File: src/rtl/uart_tx_fifo.sv
// uart_tx_fifo: UART transmitter with an internal TX FIFO and a baud divider.
// Frames are start, data (LSB first), optional parity, then 1 or 2 stop bits.
// Frames run back-to-back while words are queued and tx_en is high.
// The optional line-break feature is enabled by defining UART_TX_BREAK_EN,
// which adds the brk input.
module uart_tx_fifo #(
  parameter int DATA_BITS    = 8,
  parameter int PARITY_MODE  = 2,
  parameter int STOP_BITS    = 1,
  parameter int CLKS_PER_BIT = 868,
  parameter int FIFO_DEPTH   = 4
) (
  input  logic                          clk,
  input  logic                          rst_n,
`ifdef UART_TX_BREAK_EN
  input  logic                          brk,
`endif
  input  logic                          wr_en,
  input  logic [DATA_BITS-1:0]          wr_data,
  input  logic                          tx_en,
  output logic                          tx,
  output logic                          busy,
  output logic                          full,
  output logic                          empty,
  output logic [$clog2(FIFO_DEPTH):0]   fifo_count,
  output logic [DATA_BITS-1:0]          last_loaded,
  output logic                          overflow
);

  localparam int PW = $clog2(FIFO_DEPTH);
  localparam int CW = PW + 1;
  localparam int BW = $clog2(CLKS_PER_BIT);
  localparam int IW = (DATA_BITS > 1) ? $clog2(DATA_BITS) : 1;

  // BREAK and BRK_REC are only reachable when the break feature is built in.
  typedef enum logic [2:0] {
    ST_IDLE    = 3'd0,
    ST_START   = 3'd1,
    ST_DATA    = 3'd2,
    ST_PARITY  = 3'd3,
    ST_STOP    = 3'd4,
    ST_BREAK   = 3'd5,
    ST_BRK_REC = 3'd6
  } state_t;

  // Parity bit for a latched word: even (mode 1) or odd (mode 2).
  function automatic logic parity_bit(input logic [DATA_BITS-1:0] w);
    if (PARITY_MODE == 1) begin
      return ^w;
    end else begin
      return ~^w;
    end
  endfunction

  logic [DATA_BITS-1:0] mem_r [FIFO_DEPTH];
  logic [PW-1:0]        wr_ptr_r;
  logic [PW-1:0]        rd_ptr_r;
  logic [CW-1:0]        count_r;
  logic [CW-1:0]        count_next_s;
  logic                 full_r;
  logic                 empty_r;
  logic                 overflow_r;
  logic [DATA_BITS-1:0] last_loaded_r;
  logic                 wr_accept_s;
  logic                 pop_s;

  state_t               state_r;
  state_t               state_next_s;
  logic [BW-1:0]        baud_cnt_r;
  logic [BW-1:0]        baud_cnt_next_s;
  logic [IW-1:0]        bit_idx_r;
  logic [IW-1:0]        bit_idx_next_s;
  logic                 stop_cnt_r;
  logic                 stop_cnt_next_s;
  logic [DATA_BITS-1:0] word_r;
  logic                 tx_r;
  logic                 busy_r;
  logic                 tx_next_s;
  logic                 busy_next_s;
  logic                 bit_done_s;
  logic                 frame_ok_s;
  logic                 brk_s;

`ifdef UART_TX_BREAK_EN
  assign brk_s = brk;
`else
  assign brk_s = 1'b0;
`endif

  assign tx          = tx_r;
  assign busy        = busy_r;
  assign full        = full_r;
  assign empty       = empty_r;
  assign fifo_count  = count_r;
  assign last_loaded = last_loaded_r;
  assign overflow    = overflow_r;

  assign wr_accept_s = wr_en && !full_r;
  assign bit_done_s  = (baud_cnt_r == BW'(CLKS_PER_BIT - 1));
  assign frame_ok_s  = !empty_r && tx_en;

  // Next occupancy: a simultaneous write and pop leave the count unchanged.
  always_comb begin
    count_next_s = count_r;
    if (wr_accept_s && !pop_s) begin
      count_next_s = count_r + CW'(1);
    end else if (!wr_accept_s && pop_s) begin
      count_next_s = count_r - CW'(1);
    end else begin
      count_next_s = count_r;
    end
  end

  // FIFO storage; contents are don't-care until written, so no reset.
  always_ff @(posedge clk) begin
    if (wr_accept_s) begin
      mem_r[wr_ptr_r] <= wr_data;
    end
  end

  // FIFO pointers, occupancy, registered status flags and overflow pulse.
  always_ff @(posedge clk or negedge rst_n) begin
    if (!rst_n) begin
      wr_ptr_r      <= {PW{1'b0}};
      rd_ptr_r      <= {PW{1'b0}};
      count_r       <= {CW{1'b0}};
      full_r        <= 1'b0;
      empty_r       <= 1'b1;
      overflow_r    <= 1'b0;
      last_loaded_r <= {DATA_BITS{1'b0}};
    end else begin
      if (wr_accept_s) begin
        wr_ptr_r      <= wr_ptr_r + PW'(1);
        last_loaded_r <= wr_data;
      end
      if (pop_s) begin
        rd_ptr_r <= rd_ptr_r + PW'(1);
      end
      count_r    <= count_next_s;
      full_r     <= (count_next_s == CW'(FIFO_DEPTH));
      empty_r    <= (count_next_s == {CW{1'b0}});
      overflow_r <= wr_en && full_r;
    end
  end

  // Frame sequencer: next state, bit timing counters and FIFO pop request.
  always_comb begin
    state_next_s    = state_r;
    baud_cnt_next_s = baud_cnt_r;
    bit_idx_next_s  = bit_idx_r;
    stop_cnt_next_s = stop_cnt_r;
    pop_s           = 1'b0;
    case (state_r)
      ST_IDLE: begin
        baud_cnt_next_s = {BW{1'b0}};
        if (brk_s) begin
          state_next_s = ST_BREAK;
        end else if (frame_ok_s) begin
          pop_s        = 1'b1;
          state_next_s = ST_START;
        end else begin
          state_next_s = ST_IDLE;
        end
      end
      ST_START: begin
        if (bit_done_s) begin
          baud_cnt_next_s = {BW{1'b0}};
          bit_idx_next_s  = {IW{1'b0}};
          state_next_s    = ST_DATA;
        end else begin
          baud_cnt_next_s = baud_cnt_r + BW'(1);
        end
      end
      ST_DATA: begin
        if (bit_done_s) begin
          baud_cnt_next_s = {BW{1'b0}};
          if (bit_idx_r == IW'(DATA_BITS - 1)) begin
            bit_idx_next_s  = {IW{1'b0}};
            stop_cnt_next_s = 1'b0;
            if (PARITY_MODE != 0) begin
              state_next_s = ST_PARITY;
            end else begin
              state_next_s = ST_STOP;
            end
          end else begin
            bit_idx_next_s = bit_idx_r + IW'(1);
          end
        end else begin
          baud_cnt_next_s = baud_cnt_r + BW'(1);
        end
      end
      ST_PARITY: begin
        if (bit_done_s) begin
          baud_cnt_next_s = {BW{1'b0}};
          stop_cnt_next_s = 1'b0;
          state_next_s    = ST_STOP;
        end else begin
          baud_cnt_next_s = baud_cnt_r + BW'(1);
        end
      end
      ST_STOP: begin
        if (bit_done_s) begin
          baud_cnt_next_s = {BW{1'b0}};
          if (stop_cnt_r == 1'(STOP_BITS - 1)) begin
            stop_cnt_next_s = 1'b0;
            // A break requested during the frame takes priority over the queue.
            if (brk_s) begin
              state_next_s = ST_BREAK;
            end else if (frame_ok_s) begin
              pop_s        = 1'b1;
              state_next_s = ST_START;
            end else begin
              state_next_s = ST_IDLE;
            end
          end else begin
            stop_cnt_next_s = 1'b1;
          end
        end else begin
          baud_cnt_next_s = baud_cnt_r + BW'(1);
        end
      end
      ST_BREAK: begin
        baud_cnt_next_s = {BW{1'b0}};
        if (!brk_s) begin
          state_next_s = ST_BRK_REC;
        end else begin
          state_next_s = ST_BREAK;
        end
      end
      ST_BRK_REC: begin
        // One full bit time of mark after a break before anything else.
        if (bit_done_s) begin
          baud_cnt_next_s = {BW{1'b0}};
          state_next_s    = ST_IDLE;
        end else begin
          baud_cnt_next_s = baud_cnt_r + BW'(1);
        end
      end
      default: begin
        baud_cnt_next_s = {BW{1'b0}};
        bit_idx_next_s  = {IW{1'b0}};
        stop_cnt_next_s = 1'b0;
        state_next_s    = ST_IDLE;
      end
    endcase
  end

  // Line level and busy for the current state; registered one cycle later.
  always_comb begin
    tx_next_s   = 1'b1;
    busy_next_s = 1'b0;
    case (state_r)
      ST_IDLE:    begin tx_next_s = 1'b1;              busy_next_s = 1'b0; end
      ST_START:   begin tx_next_s = 1'b0;              busy_next_s = 1'b1; end
      ST_DATA:    begin tx_next_s = word_r[bit_idx_r]; busy_next_s = 1'b1; end
      ST_PARITY:  begin tx_next_s = parity_bit(word_r); busy_next_s = 1'b1; end
      ST_STOP:    begin tx_next_s = 1'b1;              busy_next_s = 1'b1; end
      ST_BREAK:   begin tx_next_s = 1'b0;              busy_next_s = 1'b1; end
      ST_BRK_REC: begin tx_next_s = 1'b1;              busy_next_s = 1'b1; end
      default:    begin tx_next_s = 1'b1;              busy_next_s = 1'b0; end
    endcase
  end

  // Sequencer state, latched word and registered line outputs.
  always_ff @(posedge clk or negedge rst_n) begin
    if (!rst_n) begin
      state_r    <= ST_IDLE;
      baud_cnt_r <= {BW{1'b0}};
      bit_idx_r  <= {IW{1'b0}};
      stop_cnt_r <= 1'b0;
      word_r     <= {DATA_BITS{1'b0}};
      tx_r       <= 1'b1;
      busy_r     <= 1'b0;
    end else begin
      state_r    <= state_next_s;
      baud_cnt_r <= baud_cnt_next_s;
      bit_idx_r  <= bit_idx_next_s;
      stop_cnt_r <= stop_cnt_next_s;
      if (pop_s) begin
        word_r <= mem_r[rd_ptr_r];
      end
      tx_r       <= tx_next_s;
      busy_r     <= busy_next_s;
    end
  end

endmodule

File: config.mk
export PLATFORM = sky130hd
export DESIGN_NAME = uart_tx_fifo
export DESIGN_NICKNAME = d
export VERILOG_FILES = /design/src/rtl/uart_tx_fifo.sv
export SDC_FILE = /design/constraint.sdc
export NUM_CORES = 1
export LEC_CHECK = 0
export BUFFER_PORTS_ARGS = -buffer_cell sky130_fd_sc_hd__buf_2
export CAP_MARGIN = 20
export CORE_ASPECT_RATIO = 1.2
export CORE_MARGIN = 2
export CORE_UTILIZATION = 53
export CTS_CLUSTER_DIAMETER = 80
export DETAILED_ROUTE_END_ITERATION = 16
export GPL_ROUTABILITY_DRIVEN = 1
export PLACE_DENSITY = 0.79
export SETUP_SLACK_MARGIN = 0.05
export SYNTH_ARGS = -nofsm -noshare
export SYNTH_HDL_FRONTEND = slang
export SYNTH_SLANG_ARGS = --single-unit
File: constraint.sdc
create_clock -name clk -period 1.9 [get_ports clk]
set_input_delay 0.285 -clock clk [delete_from_list [all_inputs] [get_ports clk]]
set_output_delay 0.285 -clock clk [all_outputs]
set_load 0.01 [all_outputs]
# Yosys cells after proc, flatten, opt, wreduce, memory -nomap -nowiden
# Memory sizes are Yosys's and may differ from the RTL's. A register that Yosys moved wholly into a read port is not among the register bits.
# Index checks and enable logic that the tools add are counted.
# W data, S select, Z words.
word_totals:
  ff_bits: 37
  memories: 1
  ram_bits: 32
classes:
  eq_ne: 16
  order_cmp: 1
  reduce_logical: 21
  bitwise_logic: 2
  n_addsub: 6
  muxes: 32
mem_list:
  columns: ["name", "depth", "word_bits", "rd", "rd_ports_with_merged_regs", "wr", "line_no", "text"]
  rows:
  - ["mem_r", 4, 8, 1, 1, 1, "55", "logic [DATA_BITS-1:0] mem_r [FIFO_DEPTH];"]
ops:
  columns: ["cell", "n"]
  rows:
  - ["$mux W3", 11]
  - ["$pmux W3 S7", 1]
  - ["$mux W10", 2]
  - ["$eq A3 B3 Y1 const B", 5]
  - ["$ne A2 B2 Y1 const B", 7]
  - ["$mux W1", 13]
  - ["$add A10 B1 Y10 const B", 1]
  - ["$eq A10 B10 Y1 const B", 1]
  - ["$reduce_or A5 Y1", 2]
  - ["$pmux W3 S3", 1]
  - ["$reduce_xnor A8 Y1", 1]
  - ["$reduce_and A7 Y1", 1]
  - ["$add A3 B1 Y3 const B", 2]
  - ["$eq A3 B2 Y1 const B", 2]
  - ["$logic_not A3 Y1", 2]
  - ["$reduce_or A6 Y1", 1]
  - ["$logic_and A1 B1 Y1", 5]
  - ["$logic_not A1 Y1", 5]
  - ["$reduce_and A5 Y1", 1]
  - ["$add A2 B1 Y2 const B", 2]
  - ["$lt A3 B4 Y1 const B", 1]
  - ["$pmux W1 S4", 1]
  - ["$reduce_or A4 Y1", 1]
  - ["$bmux W1 S3", 1]
  - ["7 further kinds", 8]

# Logic depth before layout (Yosys ltp)
# Gate-level depths: netlist of the first run.
logic_depth:
  ltp_word: 10
  depth_mapped: 7

# Least setup slack after synthesis of the first run
# No wires, ideal clock.
synth_timing:
  kind: "register -> register"
  from: "register state_r[0]"
  to: "register word_r[0] (read register of mem_r)"
  required_time_ns: 1.775
  path_stages_with_launch: 6
  setup_slack_ns: 0.089
  synth_period_minus_slack_ns: 1.811
  n_path_buf: 2
  t_arrival_ns: 1.686
  cell_sequence: "dfrtp_1 buf_6 or4b_4 nor2_1 buf_4 mux2_2"
synth_between:
  elab_chain_len: 2
  word_cells_on_any_way: 3
  cone_classes: "1 x eq/ne; 1 x mux; 1 x reduce/logical"
synth_lines:
  columns: ["element", "line_no", "text"]
  rows:
  - ["start: declaration", "67", "state_t state_r;"]
  - ["start signal: assignment", "275", "state_r <= state_next_s;"]
  - ["$eq A3 B3 Y1 / $logic_not A3 Y1 (equally long branches)", "153", "case (state_r)"]
  - ["$pmux W1 S2 (*)", "153", null]
  - ["end: declaration", "75", "logic [DATA_BITS-1:0] word_r;"]
# Mark *: on every way between the ends. The rest lies on a longest branch, timed or not.
# A chain may end at the register's enable or synchronous reset.

# Worst setup path after layout of the first run
layout_timing:
  from: "register baud_cnt_r[4]"
  to: "register word_r[6] (read register of mem_r)"
layout_between:
  elab_chain_len: 3
layout_lines:
  columns: ["element", "line_no", "text"]
  rows:
  - ["start: declaration", "69", "logic [BW-1:0] baud_cnt_r;"]
  - ["start signal: assignment", "268", "baud_cnt_r <= {BW{1'b0}};"]
  - ["start signal: assignment", "276", "baud_cnt_r <= baud_cnt_next_s;"]
  - ["$eq A10 B10 Y1", "99", "assign bit_done_s = (baud_cnt_r == BW'(CLKS_PER_BIT - 1));"]
  - ["$mux W1", "202", "if (bit_done_s) begin"]
  - ["$pmux W1 S2", "153", null]
# No other way between the ends.

==> results of run 1 <==
metrics by stage:
stage | utilization [%] | setup slack (ns) | instance area, µm² | total power, mW | TNS [ns]
global route | 62.28 | -0.02840 | 3965 | 4.179 | -0.1226
CTS | 61.73 | 0.06902 | 3930 | 4.009 | 0
finish | 62.28 | 0.07474 | 3965 | 3.986 | 0
global placement | 58.49 | 0.1035 | 3724 | 2.773 | 0
detailed placement | 58.49 | 0.03083 | 3724 | 2.814 | 0
floorplan | - | 0.08906 | 3442 | 2.535 | 0
worst max-delay path, delay by kind of cell, from the launching register on:
kind,cells,cell delay (ns)
simple gates,2,0.56
flops,1,0.46
mux,1,0.34
buf+inv,1,0.17
compound gates,1,0.16
cells in the mapped netlist, drive strengths merged:
master,instances,share of area [%]
xor2,4,1.0
nor2,18,2.2
mux4,10,6.5
a211oi,1,0.36
edfxtp,32,28
or4b,1,0.40
and3,2,0.36
nor4b,1,0.69
nand2b,1,0.18
inv,6,0.65
o21ai,9,1.3
nor3b,1,0.22
dfstp,2,1.5
maj3,1,0.29
a2111oi,1,0.25
nor3,4,0.58
and2,6,1.1
clkbuf,8,0.87
a311oi,1,0.25
a22oi,1,0.22
nor4bb,1,0.73
nand4,2,0.36
nor2b,2,0.36
o2bb2ai,3,0.76
dfrtp,42,31
nand2,39,4.3
xnor2,15,3.8
o31ai,2,0.44
a31o,1,0.25
a31oi,2,0.36
a21oi,7,1.0
nor4,1,0.18
buf,4,0.80
mux2,8,2.6
and4,2,0.51
o41ai,2,0.51
mux2i,4,1.2
ha,9,3.3
a32oi,1,0.25
nand3,5,0.87
layer usage:
metal  global-route usage, %  up-vias
li1                        -     1023
met1                   21.20     1030
met2                   32.83       33
met3                   5.315        9
met4                   9.673        0
met5                       0        -
cell families after synthesis:
| logic type | Yosys count | synth area share [%] |
|---|---|---|
| xor+xnor | 19 | 4.835 |
| buf+inv | 18 | 2.326 |
| fa+ha+maj | 10 | 3.562 |
| flops | 76 | 59.98 |
| compound gates | 31 | 5.998 |
| mux | 22 | 10.32 |
| simple gates | 86 | 12.98 |
worst paths after layout:
check / end / startpoint / cells past startpoint
setup / recovery: word_r[6] / baud_cnt_r[4] / 5
hold / removal: mem_r[0][4] / wr_data[4] / 1
setup reg to reg: word_r[6] / baud_cnt_r[4] / 5
hold reg to reg: last_loaded[5] / last_loaded[5] / 2
max in group asynchronous: tx / rst_n / 3
min in group asynchronous: fifo_count[0] / rst_n / 2
report_power, final:
| part | leakage (nW) | switching, mW | internal [mW] |
|---|---|---|---|
| Combinational | 0.692 | 0.415 | 0.293 |
| Sequential | 0.849 | 0.121 | 1.97 |
| Clock | 0.0966 | 0.576 | 0.609 |
cell usage in the layout (no fill, tap or decap), types with 2 or more instances in the layout:
cell / n
dfrtp_1: 42
nand2_1: 39
edfxtp_1: 32
buf_2: 27
nor2_1: 17
xnor2_1: 15
buf_4: 14
mux4_2: 10
o21ai_0: 9
clkbuf_8: 9
mux2_2: 8
ha_1: 8
a21oi_1: 7
inv_1: 6
and2_1: 5
nand3_1: 4
xor2_1: 4
mux2i_1: 4
nor3_1: 3
o2bb2ai_1: 3
and3_1: 2
nand4_1: 2
a31oi_1: 2
nor2b_1: 2
and4_1: 2
o41ai_1: 2
o31ai_1: 2
clkinv_2: 2
dfstp_2: 2
flip-flops by register name (all words and copies together), names as in the netlist:
signal       cells
state_r          3
mem_r           32
rd_ptr_r         2
overflow         1
tx               1
empty            1
fifo_count       3
bit_idx_r        3
wr_ptr_r         2
last_loaded      8
busy             1
baud_cnt_r      10
word_r           8
full             1
what timing repair did:
item                                    CTS  global route
hold buffers                              1             0
pin swaps                                 1             0
endpoints found under the hold margin    12             0
resized for setup                         2             4
endpoints found under the setup margin    4            18
setup buffers                             0             2
final cells by class:
| cell class | count | area share (%) |
|---|---|---|
| well taps | 85 | 2.682 |
| repair buffers | 43 | 6.595 |
| clock inverters | 6 | 1.641 |
| inverters | 6 | 0.5680 |
| multi-input cells | 168 | 33.23 |
| flip-flops and latches | 76 | 52.07 |
| clock buffers | 10 | 3.219 |
==> metrics.md, run 1 <==
| Metric | Value |
|---|---|
| Inst Count DP | `375` |
| Fill count | `471` |
| Final Hold Viols | `0` |
| Crit Path Class | `flop to flop` |
| Skew-Pair Late Insertion Delay | `0.34 ns` |
| Die area | `between 0.007 and 0.008 mm²` |
| Top Layer Used | `met4` |
| Critical Path, Cell by Cell | `nor4bb_4 > a31oi_1 > nor2_1 > buf_6 > mux2_2` |
| Core footprint | `0.006366 mm²` |
| Hold_ws | `0.1691 ns` |
| Worst setup EP type | `flop` |
| Slowest Stage Delay on Critical Path | `0.46 ns` |
| Syn. warnings | `0` |
| Post-DP HPWL | `4409 µm` |
| Post-Syn Area | `between 0.003 and 0.004 mm²` |
| Port Buf Inserts | `27` |
| PwrDens | `slightly above 1000 mW/mm²` |
| Worst slew pin tran | `approximately 0.43 ns` |
| Number of primary I/O pins | `28` |
| # setup viols final | `0` |
| Initial Util | `54.07%` |
| CTS sink count | `76` |
| Setup Skew | `just over 0.009 ns` |
| Drt first pass iters | `4` |
| H-tree Lvls | `3` |
| Number of diodes | `0` |
| Status | `finished, final reports clean` |
| Finished Layout Cells | `394` |
| Peak supply drop | `0.0006749 V` |
| Arrival time worst endpoint | `2.05 ns` |
| Vias per inst | `5.317` |
| ANT nets after route | `0` |
| Area grow syn2layout | `15.19%` |
| Total CTS buffers | `9` |
| Max Cap Viol | `0` |
| WL/cell | `15.60 µm` |
| Vias | `2095` |
| Routed wl met2 | `around 3300 µm` |
| Layout cells sized above 1 | `approximately 28%` |
| RSZ-0062 raised after global routing | `yes` |
| CTS Root Cell | `clkbuf_8` |
| Area of the multi-input gates | `between 0.001 and 0.0015 mm²` |
| Seq/Total Area, Yosys | `about 60%` |
| Total track usage | `a little under a fifth` |
| Mapped Cells | `262` |
| Num rows | `32` |
| Req. time, crit path | `about 2.1 ns` |
| WL met1 | `2553 µm` |
| Clock input transition at the sequential cells of the worst setup and hold paths | `0.08 ns` |
| Slew HR | `71.21%` |
| Cell leakage power | `1.638 nW` |
| First-pass GRT wire length | `10230 µm` |
| Largest net degree at the start of global routing | `17` |
| DRC | `0` |
| Routed Wire Length | `6146 µm` |
| Register area | `0.002064 mm²` |
| DIE HEIGHT | `92.28 µm` |
| Met3 wire length | `slightly below 200 µm` |
| Clock Path Buffers | `2` |
| Fmax | `547.9 MHz` |
| Final Max Slew Viols | `0` |
| Hold Crit Class | `primary input to flop` |
| Syn Nets | `about 280` |
| Fin crit period | `1.825 ns` |
| Flop2flop setup slack | `roughly 0.075 ns` |
| Avg Cell Area, Syn | `13.14 µm²` |
| Critical path startpoint category | `flop` |
| Slowest-stage cell, CP | `dfrtp_1` |
| Number of synthesized register bits | `76` |
| CP max FO | `11` |
| Total global routing overflow | `0` |
| Final GP Congestion | `0.8247` |
| Number of global-route vias before repair | `2211` |
| Initial antenna violation count | `0` |
| CTS tree | `built` |
| Netlist cell types | `46` |
| Initial DRC Count | `141` |
| Final net count | `325` |
| Period utilization | `96.07%` |
| Die width | `77.57 µm` |
Power figures use the tool's default switching activity.
==> run 2: changes to the inputs <==
--- a/config.mk
+++ b/config.mk
@@ -13,7 +13,7 @@
 export CTS_CLUSTER_DIAMETER = 80
 export DETAILED_ROUTE_END_ITERATION = 16
 export GPL_ROUTABILITY_DRIVEN = 1
-export PLACE_DENSITY = 0.79
+export PLACE_DENSITY = 0.75
 export SETUP_SLACK_MARGIN = 0.05
 export SYNTH_ARGS = -nofsm -noshare
 export SYNTH_HDL_FRONTEND = slang
==> run 2 against run 1 <==
Sequential power barely moved. Largest cell class unchanged. Via count grew 1.8%. Sequential share of layout area shrank 1.1 points. Clock power grew 8%. Sequential cell count unchanged. First-iteration DRC count down 3.5%. Routed wire length rose by 1.2%. Utilization up 1.3 points. Hold slack hardly changed. Clock skew down 0.0053 ns. Highest routed layer unchanged.
==> metrics.md, run 2 (synthesized netlist as in run 1, its figures left out) <==
| Metric | Value |
|---|---|
| Status | `finished, final reports clean (unchanged)` |
| Clock input transition at the sequential cells of the worst setup and hold paths | `0.08 ns (about the same)` |
| # setup viols final | `0 (unchanged)` |
| Commonest non-fill, non-tap cell in the layout | `dfrtp_1 (unchanged)` |
| Final net count | `327 (was 325)` |
| Core footprint | `0.006366 mm² (unchanged)` |
| CTS sink count | `76 (unchanged)` |
| Cell leakage power | `1.660 nW (was 1.638 nW)` |
| Clk pwr share | `31.3% (was 29.7%)` |
| Switch Pwr | `1.157 mW (was 1.112 mW)` |
| Final Max Slew Viols | `0 (unchanged)` |
| CP max FO | `6 (was 11)` |
| Initial DRC Count | `136 (was 141)` |
| Drt first pass iters | `4 (unchanged)` |
| Register area | `0.002064 mm² (unchanged)` |
| Area of the multi-input gates | `0.001366 mm² (was 0.001318 mm²)` |
| Flop2flop setup slack | `0.1 ns (was 0.07 ns)` |
| Area grow syn2layout | `17.63% (was 15.19%)` |
| Fmax | `554.5 MHz (was 547.9 MHz)` |
| ANT nets after route | `0 (unchanged)` |
| Critical Path, Cell by Cell | `nor4bb_4 > a31oi_2 > nor2_2 > buf_6 > mux2_4 (was nor4bb_4 > a31oi_1 > nor2_1 > buf_6 > mux2_2)` |
| Inst Count DP | `375 (unchanged)` |
| Final Hold Viols | `0 (unchanged)` |
| RR Endpoint | `word_r[1] (was word_r[6])` |
| Largest net degree at the start of global routing | `31 (was 17)` |
| Slowest-stage cell, CP | `dfrtp_1 (unchanged)` |
| Top Registers | `mem_r (32), baud_cnt_r (10) (unchanged)` |
| Max Cap Viol | `0 (unchanged)` |
| P_int | `2.913 mW (was 2.874 mW)` |
| Period utilization | `94.92% (was 96.07%)` |
| Worst r2r src | `baud_cnt_r[7] (was baud_cnt_r[4])` |
| Hold Crit Class | `primary input to flop (unchanged)` |
| Beginning of the worst hold path | `wr_data[3] (was wr_data[4])` |
| DRC | `0 (unchanged)` |
| WL/cell | `15.70 µm (was 15.60 µm)` |
| PwrDens | `1005 mW/mm² (about the same)` |
| Total track usage | `19.02% (was 18.94%)` |
| Total CTS buffers | `9 (unchanged)` |
| Finished Layout Cells | `396 (was 394)` |
| Num rows | `32 (unchanged)` |
| RSZ-0062 raised after global routing | `yes (unchanged)` |
| Initial antenna violation count | `0 (unchanged)` |
| CTS tree | `built (unchanged)` |
| Slew HR | `54.12% (was 71.21%)` |
| Slowest Stage Delay on Critical Path | `0.45 ns (was 0.46 ns)` |
| CTS Root Cell | `clkbuf_8 (unchanged)` |
| Req. time, crit path | `2.13 ns (was 2.12 ns)` |
| Setup Skew | `0.004088 ns (was 0.009354 ns)` |
| Vias per inst | `5.386 (was 5.317)` |
| Clock Path Buffers | `2 (unchanged)` |
| Peak supply drop | `0.0008903 V (was 0.0006749 V)` |
| Sw frac | `28.43% (was 27.89%)` |
| Final GP Congestion | `0.8657 (was 0.8247)` |
| Register share of total power | `51.5% (was 52.5%)` |
| Reg with most FFs | `mem_r (unchanged)` |
| Setup TNS | `0 ns (unchanged)` |
| Total global routing overflow | `0 (unchanged)` |
| Number of diodes | `0 (unchanged)` |
| Routed Wire Length | `6217 µm (was 6146 µm)` |
| Final setup margin | `0.09650 ns (was 0.07474 ns)` |
| Comb power frac | `17.2% (was 17.8%)` |
| Most frequent cells in the layout | `dfrtp_1 (42), nand2_1 (39), edfxtp_1 (32) (unchanged)` |
| Skew-Pair Late Insertion Delay | `0.34 ns (about the same)` |
| Die area | `0.007158 mm² (unchanged)` |
| Hold endpoint | `mem_r[3][3] (was mem_r[0][4])` |
| Vias | `2133 (was 2095)` |
| Number of global-route vias before repair | `2103 (was 2211)` |
| Reg2Reg Depth | `5 (unchanged)` |
| Arrival time worst endpoint | `2.04 ns (was 2.05 ns)` |
| Crit Path Class | `flop to flop (unchanged)` |
| Worst slew pin tran | `0.6881 ns (was 0.4318 ns)` |
| Initial Util | `54.07% (unchanged)` |
| Die width | `77.57 µm (unchanged)` |
| Worst setup EP type | `flop (unchanged)` |
| Dpl ws | `0.04979 ns (was 0.03083 ns)` |
| DIE HEIGHT | `92.28 µm (unchanged)` |
| Fill count | `480 (was 471)` |
| First-pass GRT wire length | `10380 µm (was 10230 µm)` |
| Post-DP HPWL | `4262 µm (was 4409 µm)` |
| Hold Crit Depth | `1 (unchanged)` |
| Number of primary I/O pins | `28 (unchanged)` |
| Max reg flops | `32 (unchanged)` |
| Port Buf Inserts | `27 (unchanged)` |
| Critical path startpoint category | `flop (unchanged)` |
| Fin crit period | `1.803 ns (was 1.825 ns)` |
| Layout cells sized above 1 | `29.90% (was 28.48%)` |
| H-tree Lvls | `3 (unchanged)` |
[run 2: cell count changes in the layout (fill, tap and decap cells not counted), sizes merged]
cell / previous run / this run
clkinvlp: 1 / 2
clkinv: 3 / 1
inv: 7 / 8
buf: 42 / 44
[run 2: layer usage]
| metal | track usage [%] | vias to the layer above | routed length (µm) | part of all wire (%) |
|---|---|---|---|---|
| li1 | - | 1031 | - | - |
| met1 | 23.01 | 1057 | 2542 | 41 |
| met2 | 33.19 | 36 | 3398 | 55 |
| met3 | 5.118 | 9 | 190 | 3.1 |
| met4 | 5.804 | 0 | 86 | 1.4 |
| met5 | 0 | - | 0 | 0 |
[run 2: power groups by stage]
| stage | combinational (mW) | clock [mW] | sequential (mW) |
|---|---|---|---|
| 6_report | 0.701 | 1.27 | 2.10 |
| 5_1_grt | 0.792 | 1.36 | 2.12 |
| 4_1_cts | 0.686 | 1.30 | 2.10 |
| 3_5_place_dp | 0.683 | 0 | 2.13 |
| 3_3_place_gp | 0.661 | 0 | 2.11 |
| 2_1_floorplan | 0.394 | 0 | 2.14 |
[run 2: cell type report]
cell class                 count  area share [%]
tap                           85           2.627
inverter                       6          0.5562
clock inverter                 6           1.761
multi-input combinational    168           33.75
sequential                    76           50.99
timing repair buffer          45           6.922
clock buffer                  10           3.399
[run 2: what timing repair did]
action,CTS,global route
hold buffers,1,0
buffers inserted,0,3
endpoints found under the setup margin,0,28
endpoints found under the hold margin,26,0
gates resized for setup,0,19
[run 2: critical path, delay by kind of cell, from the launching register on]
kind,cells,cell delay (ns)
DFF,1,0.45
AOI/OAI and AO/OA,1,0.16
buffers and inverters,1,0.17
muxes,1,0.30
and+or+nand+nor,2,0.61
[run 2: worst max path at each step]
stage	start	endpoint	slack, ns	cells past startpoint
floorplan	state_r[0]	word_r[0]	0.09	5
global placement	baud_cnt_r[0]	fifo_count[1]	0.11	7
detailed placement	baud_cnt_r[0]	full	0.05	6
CTS	baud_cnt_r[0]	fifo_count[1]	0.05	7
global route	baud_cnt_r[0]	word_r[1]	0.003	6
finish	baud_cnt_r[7]	word_r[1]	0.1	5
[run 2: stage by stage]
step	util, %	instance area (µm²)	hold slack [ns]	total power [mW]
after floorplan	-	3442	-0.01059	2.535
after global placement	58.49	3724	0.3597	2.775
after detailed placement	58.49	3724	0.3672	2.810
after CTS	61.93	3943	0.1568	4.085
after global routing	63.60	4049	0.1681	4.275
final	63.60	4049	0.1686	4.071
==> run 3: changes to the inputs <==
--- a/config.mk
+++ b/config.mk
@@ -18,3 +18,4 @@
 export SYNTH_ARGS = -nofsm -noshare
 export SYNTH_HDL_FRONTEND = slang
 export SYNTH_SLANG_ARGS = --single-unit
+export TNS_END_PERCENT = 5
==> constraint.sdc (replaced) <==
create_clock -name clk -period 1.5 [get_ports clk]
set_input_delay 0.225 -clock clk [delete_from_list [all_inputs] [get_ports clk]]
set_output_delay 0.225 -clock clk [all_outputs]
set_load 0.01 [all_outputs]
==> run 3 against run 2 <==
The flow now finishes with violations (negative setup slack). Fmax fell by 1.4%. Hold slack got worse by 0.071 ns. Via count rose by 6.1%. Routed wire length rose by 2.6%. Sequential power rose by 25%. Critical path type unchanged. Highest routed layer unchanged.
==> metrics.md, run 3 (synthesized netlist as in run 1, its figures left out) <==
| Metric | Value |
|---|---|
| Hold Crit Class | `primary input to flop (unchanged)` |
| ANT nets after route | `0 (unchanged)` |
| Req. time, crit path | `1.77 ns (was 2.13 ns)` |
| Routed Wire Length | `6381 µm (was 6217 µm)` |
| Final Hold Viols | `0 (unchanged)` |
| Post-DP HPWL | `4477 µm (was 4262 µm)` |
| Reg with most FFs | `mem_r (unchanged)` |
| Largest net degree at the start of global routing | `45 (was 31)` |
| Fin crit period | `1.830 ns (was 1.803 ns)` |
| Final GP Congestion | `0.9252 (was 0.8657)` |
| Number of diodes | `0 (unchanged)` |
| Commonest non-fill, non-tap cell in the layout | `dfrtp_1 (unchanged)` |
| Total CTS buffers | `9 (unchanged)` |
| Number of primary I/O pins | `28 (unchanged)` |
| Number of global-route vias before repair | `2330 (was 2103)` |
| Initial antenna violation count | `0 (unchanged)` |
| # setup viols final | `26 (was 0)` |
| Skew-Pair Late Insertion Delay | `0.35 ns (was 0.34 ns)` |
| PwrDens | `1238 mW/mm² (was 1005 mW/mm²)` |
| Total global routing overflow | `0 (unchanged)` |
| Worst setup EP type | `flop (unchanged)` |
| First-pass GRT wire length | `10590 µm (was 10380 µm)` |
| Die area | `0.007158 mm² (unchanged)` |
| Vias | `2263 (was 2133)` |
| Area grow syn2layout | `26.90% (was 17.63%)` |
| Setup Skew | `0.01022 ns (was 0.004088 ns)` |
| Peak supply drop | `0.0008407 V (was 0.0008903 V)` |
| Crit Path Class | `flop to flop (unchanged)` |
| Post-Route Utilization | `68.61% (was 63.60%)` |
| Slew HR | `75.38% (was 54.12%)` |
| Period utilization | `122.0% (was 94.92%)` |
| Final setup margin | `-0.3300 ns (was 0.09650 ns)` |
| Top Registers | `mem_r (32), baud_cnt_r (10) (unchanged)` |
| Cell leakage power | `1.823 nW (was 1.660 nW)` |
| Initial Util | `54.07% (unchanged)` |
| Layout cells sized above 1 | `38.64% (was 29.90%)` |
| Most frequent cells in the layout | `dfrtp_1 (42), nand2_1 (37), buf_4 (37) (was dfrtp_1 (42), nand2_1 (39), edfxtp_1 (32))` |
| Final Max Slew Viols | `0 (unchanged)` |
| Final net count | `355 (was 327)` |
| CP max FO | `4 (was 6)` |
| Hold_ws | `0.09760 ns (was 0.1686 ns)` |
| RSZ-0062 raised after global routing | `yes (unchanged)` |
| DRC | `0 (unchanged)` |
| CTS sink count | `76 (unchanged)` |
| Max reg flops | `32 (unchanged)` |
| Design Area, Final | `0.004368 mm² (was 0.004049 mm²)` |
| Arrival time worst endpoint | `2.10 ns (was 2.04 ns)` |
| Initial DRC Count | `75 (was 136)` |
| Violations in the final reports | `negative setup slack` |
| Beginning of the worst hold path | `wr_en (was wr_data[3])` |
| CTS Root Cell | `clkbuf_8 (unchanged)` |
| Clock input transition at the sequential cells of the worst setup and hold paths | `0.08 ns (about the same)` |
| Die width | `77.57 µm (unchanged)` |
| Worst slew pin tran | `0.3693 ns (was 0.6881 ns)` |
| Status | `finished, violations left (was finished, final reports clean)` |
| Worst r2r src | `baud_cnt_r[0] (was baud_cnt_r[7])` |
| Drt first pass iters | `4 (unchanged)` |
| Total track usage | `19.81% (was 19.02%)` |
| Clock Path Buffers | `2 (unchanged)` |
| WL/cell | `15.05 µm (was 15.70 µm)` |
| Max Cap Viol | `0 (unchanged)` |
| DP Area | `0.004023 mm² (was 0.003724 mm²)` |
| Num rows | `32 (unchanged)` |
| CTS tree | `built (unchanged)` |
| Port Buf Inserts | `27 (unchanged)` |
| DIE HEIGHT | `92.28 µm (unchanged)` |
| Critical path origin | `baud_cnt_r[0] (was baud_cnt_r[7])` |
| Core footprint | `0.006366 mm² (unchanged)` |
| Critical path startpoint category | `flop (unchanged)` |
| H-tree Lvls | `3 (unchanged)` |
| Fmax | `546.5 MHz (was 554.5 MHz)` |
| Vias per inst | `5.337 (was 5.386)` |
==> run 3: cell types whose count changed in the layout (fill, tap and decap cells not counted), moves of 2 or more <==
cell,previous run,this run
buf_4,15,37
nor2_2,1,4
mux2_4,8,1
o21ai_1,0,4
nor2_4,1,3
nand2_1,39,37
nand2_2,0,2
nor2_1,16,12
o21ai_0,9,5
mux2_2,0,7
buf_12,0,6
==> run 3: worst paths after layout <==
kind	end	slack [ns]	cells past startpoint
worst min register to register	last_loaded[7]	0.47	2
min in group asynchronous	bit_idx_r[1]	0.37	3
worst max-delay path	empty	-0.33	7
worst max register to register	empty	-0.33	7
worst min-delay path	overflow	0.1	2
max in group asynchronous	empty	0.85	3
==> run 3: layout make-up <==
class | instances | area, µm²
multi-input combinational | 169 | 1411
fill | 453 | 1998
timing repair buffer | 72 | 554.3
tap | 85 | 106.4
sequential | 76 | 2064
inverter | 6 | 22.52
clock buffer | 10 | 137.6
clock inverter | 6 | 71.32
==> run 3: what timing repair did <==
item | 4_1_cts | 5_1_grt
hold endpoints to repair | 42 | 0
resized for setup | 8 | 18
hold buffers | 1 | 0
gates cloned | 1 | 0
pin swaps | 6 | 5
setup endpoints to repair | 31 | 31
setup buffers | 0 | 3
==> run 3: per-stage QoR <==
stage	cells	power (mW)	TNS, ns	worst slack, ns
after floorplan	262	3.211	-4.491	-0.2290
after global placement	403	3.717	-3.663	-0.2773
after global routing	424	5.685	-7.552	-0.4196
after detailed placement	403	3.773	-4.298	-0.3177
final	424	5.407	-4.227	-0.3300
after CTS	421	5.399	-5.391	-0.3129
==> run 3: metal layers <==
layer / up-vias / global-route usage, % / part of all wire (%)
met3: 14 / 5.315 / 3.1
met1: 1121 / 21.87 / 39
li1: 1090 / - / -
met5: - / 0 / 0
met4: 0 / 8.780 / 2.5
met2: 38 / 35.51 / 56
==> run 3: worst max-delay path, cell delays in order (launching register included) <==
cell and delay (ns):
dfrtp_1 0.36, ha_2 0.18, nor4bb_4 0.18, buf_4 0.19
nand4_1 0.19, a31oi_1 0.33, a211oi_2 0.13, nor2_1 0.19
==> run 3: power by group <==
group          internal (mW)  switching [mW]  leakage [nW]  total, mW
Clock                  0.827           0.778        0.0995       1.61
Sequential              2.49           0.131         0.849       2.63
Combinational          0.562           0.615         0.875       1.18
